File: src/rtl/shift_reg_univ.sv
// Universal shift register: parallel load, bidirectional shift, clear, clock enable,
// with a shift counter that pulses frame_done after every WIDTH shifts.
module shift_reg_univ #(
  parameter int              WIDTH     = 16,
  parameter logic [WIDTH-1:0] RESET_VAL = '0
) (
  input  logic                       clk,
  input  logic                       rst_n,
  input  logic                       en,
  input  logic                       clr,
  input  logic [1:0]                 mode,
  input  logic                       sin_lo,
  input  logic                       sin_hi,
  input  logic [WIDTH-1:0]           pdata,
  output logic [WIDTH-1:0]           q,
  output logic                       sout_lo,
  output logic                       sout_hi,
  output logic [$clog2(WIDTH+1)-1:0] shift_cnt,
  output logic                       frame_done
);

  localparam int CW = $clog2(WIDTH+1);
  localparam logic [1:0] M_HOLD = 2'b00;
  localparam logic [1:0] M_UP   = 2'b01;
  localparam logic [1:0] M_DN   = 2'b10;
  localparam logic [1:0] M_LD   = 2'b11;
  localparam logic [CW-1:0] CNT_LAST = CW'(WIDTH-1);

  logic [WIDTH-1:0] q_up, q_dn;
  logic             cnt_wrap;

  assign q_up     = {q[WIDTH-2:0], sin_lo};
  assign q_dn     = {sin_hi, q[WIDTH-1:1]};
  assign cnt_wrap = (shift_cnt == CNT_LAST);
  assign sout_lo  = q[0];
  assign sout_hi  = q[WIDTH-1];

  always_ff @(posedge clk or negedge rst_n) begin
    if (!rst_n) begin
      q          <= RESET_VAL;
      shift_cnt  <= '0;
      frame_done <= 1'b0;
    end else if (clr) begin
      q          <= RESET_VAL;
      shift_cnt  <= '0;
      frame_done <= 1'b0;
    end else if (!en) begin
      // disabled cycles still drop frame_done so a pulse never stretches
      frame_done <= 1'b0;
    end else begin
      case (mode)
        M_HOLD: frame_done <= 1'b0;
        M_UP, M_DN: begin
          q          <= (mode == M_UP) ? q_up : q_dn;
          shift_cnt  <= cnt_wrap ? '0 : shift_cnt + 1'b1;
          frame_done <= cnt_wrap;
        end
        M_LD: begin
          q          <= pdata;
          shift_cnt  <= '0;
          frame_done <= 1'b0;
        end
        default: frame_done <= 1'b0;
      endcase
    end
  end

endmodule

File: config.mk
export PLATFORM = sky130hd
export DESIGN_NAME = shift_reg_univ
export DESIGN_NICKNAME = d
export VERILOG_FILES = /design/src/rtl/shift_reg_univ.sv
export SDC_FILE = /design/constraint.sdc
export NUM_CORES = 1
export LEC_CHECK = 0
export ABC_AREA = 1
export BUFFER_PORTS_ARGS = -buffer_cell sky130_fd_sc_hd__buf_4
export CAP_MARGIN = 20
export CORE_MARGIN = 4
export CORE_UTILIZATION = 53
export CTS_CLUSTER_SIZE = 40
export DETAILED_ROUTE_END_ITERATION = 12
export PLACE_DENSITY = 0.86
export SLEW_MARGIN = 20
export SYNTH_ARGS = -nofsm -noshare
export SYNTH_HDL_FRONTEND = slang
export SYNTH_SLANG_ARGS = --single-unit
File: constraint.sdc
create_clock -name clk -period 2.72 [get_ports clk]
set_input_delay 0.272 -clock clk [delete_from_list [all_inputs] [get_ports clk]]
set_output_delay 0.272 -clock clk [all_outputs]
set_load 0.005 [all_outputs]
Word-level counts from Yosys, hierarchy flattened --
Index checks and enable logic that the tools add are counted.
Cells by class: add/sub/neg operators 1, equality and inequality tests 4, mux-type cells 11, reduce and logical (&&, ||, !) cells 6
Operators by type and width (count):
- $mux 16 | 3
- $pmux 16 s2 | 1
- $mux 5 | 3
- $pmux 5 s2 | 1
- $add 5x1->5 const B | 1
- $eq 5x4->1 const B | 1
- $eq 2x2->1 const B | 2
- $reduce_or 2->1 | 2
- $reduce_bool 3->1 | 1
- $eq 2x1->1 const B | 1
- $logic_not 2->1 | 1
- $mux 1 | 2
- $pmux 1 s2 | 1
- $reduce_and 2->1 | 1
- $reduce_bool 2->1 | 1
Word-level totals: register bits 22, output and inout port bits 24, logic and storage cells 25

Longest topological paths before layout --
word-level depth 5, gate-level depth with buffers 9, mapped depth without buffers 9

Worst setup path after synthesis --
OpenSTA, ideal clock, no wires.
path kind input to register, start input port mode[1], end register q[0], arrival time 1078 ps, data required time 2599 ps, path slack 1521 ps, stages 9, buffers on the path 1, cells stage by stage inv_1 > ha_1 > inv_1 > nand2_2 > nand3_4 > inv_4 > buf_8 > nand2_2 > o21ai_2
Between the ends: word-level cells in the longest chain between the ends 5, elaborated cells on any way between the ends 10, those cells by class eq/ne (3); mux (4); reduce/logical (3)
RTL lines:
- start, declared | line 11 | input logic [1:0] mode,
- $eq 2x1->1 or $eq 2x2->1 (tied branches) | line 51, 54
- $mux 16 or $reduce_or 2->1 (tied branches) | line 54, 51
- $pmux 16 s2 | line 51 | case (mode)
- $mux 16 | line 47 | end else if (!en) begin
- $mux 16 | line 43 | end else if (clr) begin
- end signal, assigned | line 54 | q <= (mode == M_UP) ? q_up : q_dn;
- end signal, assigned | line 59 | q <= pdata;
- end, declared | line 15 | output logic [WIDTH-1:0] q,
Several ways; a longest one is shown, not always the timed one. The select of a mux whose other input is x is not followed. A chain may end at the register's enable or synchronous reset.

Final worst setup path --
start input port mode[1], end register q[9]
The elaborated chain is that of the path after synthesis.

==> impl_metrics.py <==
metrics = {
    "pwr": {
        "vdd_ir_drop_max_mv": 0.3138,
        "leakage_nw": 0.8562,
        "p_per_area_nw_per_um2": 423.5,
    },
    "route": {
        "wl_um": 3283,
        "final_antenna_net_count": 0,
        "routed_via_density": 5.413,
        "wl_per_cell_um": 13.68,
        "drt_first_pass_iters": 5,
        "vias": 1299,
        "drt_iter0_markers": 48,
        "drc": 0,
    },
    "clock_network": {
        "clkLatencyLatePin_ns": 0.32,
        "ctsRootBufferMaster": "clkbuf_4",
        "post_cts_buffers": 0,
        "cts.repair.resized": 0,
        "hold_buffers": 1,
        "clkTransAtPathRegs_ns": 0.13,
        "cts_tree": "yes",
        "cts.path.max_buffers": 2,
        "cts_buffers": 3,
        "htree_levels": 1,
        "cts.sinks": 22,
    },
    "timing": {
        "fin_crit_sh": 0.4649,
        "fmax_ghz": 0.7908,
        "worstMarginPinSlew_ns": 0.6469,
        "slew_violations": 0,
        "finClkSkew_ns": 0.006470,
        "min_period_ns": 1.265,
        "rsz0062_at_grt": "false",
        "hold_viol_final": 0,
        "setup_ws_ns": 1.455,
        "tns_ns": 0,
        "finalSetupViolCount": 0,
        "relSlewSlack": 0.5687,
    },
    "yosys": {
        "synth_cells": 168,
        "ys.flop_type": "dfrtp_1",
        "yosys.area.top_type_share": 0.4040,
        "yosysWarnings": 0,
        "yosysMostFrequentCell": "nand2_1",
        "synthTopCellsByCount": "nand2_1 (45), dfrtp_1 (22), nand3_1 (19)",
        "synth_edf_count": 0,
        "syn_area_sq_um": 1363,
        "syn_nets": 195,
        "async_reset_ff_frac": 1.000,
        "yosysUniqueCellTypes": 24,
        "synth-seq-area-share": 0.4040,
        "synthTopCellsByArea": "dfrtp_1 (40%), nand2_1 (12%), nand3_1 (7.0%), o21ai_2 (6.4%), nand2_2 (6.0%)",
        "synth.avg_cell_area_sq_um": 8.110,
        "ys_ff_latch": 22,
        "yosysTopAreaCell": "dfrtp_1",
    },
    "worst_hold_path": {
        "min-delay-start": "clr",
        "hp-class": "primary input to register",
    },
    "run": {
        "max_cap_violations": 0,
    },
    "worst_setup_path": {
        "cp-end-kind": "register",
        "critPathArrivalTime_ns": 1.47,
        "cp_max_fo": 17,
        "startpoint_type": "primary input",
        "r2r-start": "shift_cnt[1]$_DFFE_PN0P_",
        "cp_data_required_time_ns": 2.93,
        "crit_chain": "buf_4 -> inv_1 -> ha_1 -> inv_6 -> nand2_1 -> nand3_1 -> o21ai_0 -> o21ai_1",
        "setup.worst_path.class": "primary input to register",
        "cpMaxStageDelayCell": "ha_1",
        "critPathLaunch": "mode[1]",
        "max_stage_delay_ns": 0.56,
    },
    "run_status": {
        "status": "finished, final reports clean",
    },
    "floorplan": {
        "design.die.area_sq_um": 3446,
        "chipWidth_um": 58.71,
        "start_util": 0.5550,
        "num_rows": 18,
        "io_pins": 48,
        "design.core.area_sq_um": 2455,
        "die_y_um": 58.71,
    },
    "final_layout": {
        "fin_nets": 238,
        "fill_cells": 217,
        "synthToLayoutAreaGrowth_pct": 24.61,
        "diodes": 0,
        "drive_above_1_share": 0.3810,
    },
    "placed_design": {
        "port-buffer-count": 47,
        "pre_cts_ws_ns": 1.123,
        "gp_routability_congestion": 0.7159,
        "post-dp-hpwl_um": 2388,
    },
    "global_route": {
        "grt_pass1_vias": 1209,
        "grt_first_pass_wirelength_um": 5533,
        "antenna_found_initial": 0,
        "overflow": 0,
        "grt_start_max_net_pins": 33,
        "grt_usage": 0.2058,
    },
}
[cell families (layout without fill, tap and decap cells)]
| group | count (synthesis) | after routing | synth area share |
|---|---|---|---|
| AO/OA/AOI/OAI | 38 | 38 | 0.1671 |
| buffers and inverters | 20 | 62 | 0.1074 |
| AND/OR/NAND/NOR | 85 | 85 | 0.2938 |
| flip-flops | 22 | 22 | 0.4040 |
| adder cells (fa/ha/maj) | 3 | 3 | 0.02755 |
[sequential cells by signal (all words and copies together) (netlist names)]
register	flops
q	16
shift_cnt	5
frame_done	1
[cell type report]
cell class	count	area [sq um]	area share
Multi-Input combinational cell	126	665.6	0.3920
Inverter	10	45.04	0.02653
Clock buffer	4	36.28	0.02137
Timing Repair Buffer	48	362.8	0.2137
Sequential cell	22	550.5	0.3242
Tap cell	30	37.54	0.02211
[where the power goes]
group	switching, W	internal, W	leakage [nW]
clock network	0.000110	0.0000820	0.0210
registers	0.0000214	0.000343	0.302
logic	0.0000859	0.0000761	0.533
total	0.000217	0.000502	0.856
[layout by cell type (no fill, tap or decap)]
cell type	count
a21oi_1	4
buf_4	47
clkbuf_4	3
clkbuf_8	1
dfrtp_1	22
dlygate4sd3_1	1
ha_1	3
inv_1	6
inv_2	2
inv_4	1
inv_6	1
nand2_1	45
nand2_2	13
nand2_4	1
nand3_1	19
nand3_4	1
nand4_1	1
nor2_1	4
nor3_1	1
o21ai_0	16
o21ai_1	8
o21ai_2	10
[metrics by stage]
step / instance area [sq um] / utilization / cells / power, W / hold slack, ns
floorplan: 1363 / - / 168 / 0.0004690 / -0.02359
global placement: 1652 / 0.6728 / 235 / 0.0005286 / 0.1773
detailed placement: 1652 / 0.6728 / 235 / 0.0005329 / 0.1827
CTS: 1698 / 0.6916 / 240 / 0.0007219 / 0.1206
global route: 1698 / 0.6916 / 240 / 0.0007601 / 0.1151
finish: 1698 / 0.6916 / 240 / 0.0007190 / 0.1207
[critical path: cells and delay by family]
family                     cells  cell delay [ns]
adders and majority gates      1             0.56
buffers and inverters          3             0.29
AOI/OAI and AO/OA              2             0.19
and+or+nand+nor                2             0.15
[worst paths after layout]
check | to | slack [ns] | depth (start not counted)
worst max-delay path | q[9]$_DFFE_PN0P_ | 1.46 | 8
worst min-delay path | frame_done$_DFF_PN0_ | 0.12 | 2
worst max register to register | shift_cnt[3]$_DFFE_PN0P_ | 1.54 | 6
worst min register to register | shift_cnt[4]$_DFFE_PN0P_ | 0.56 | 2
max in group asynchronous | frame_done$_DFF_PN0_ | 2.13 | 2
min in group asynchronous | q[12]$_DFFE_PN0P_ | 0.36 | 2
[routing by layer]
| metal | routed length [um] | up-vias | GRT usage |
|---|---|---|---|
| li1 | - | 636 | - |
| met1 | 1339 | 612 | 0.2566 |
| met2 | 1674 | 44 | 0.3620 |
| met3 | 210 | 7 | 0.03509 |
| met4 | 57 | 0 | 0.06472 |
| met5 | 0 | - | 0 |
No activity file was read; power rests on OpenSTA's default activity.
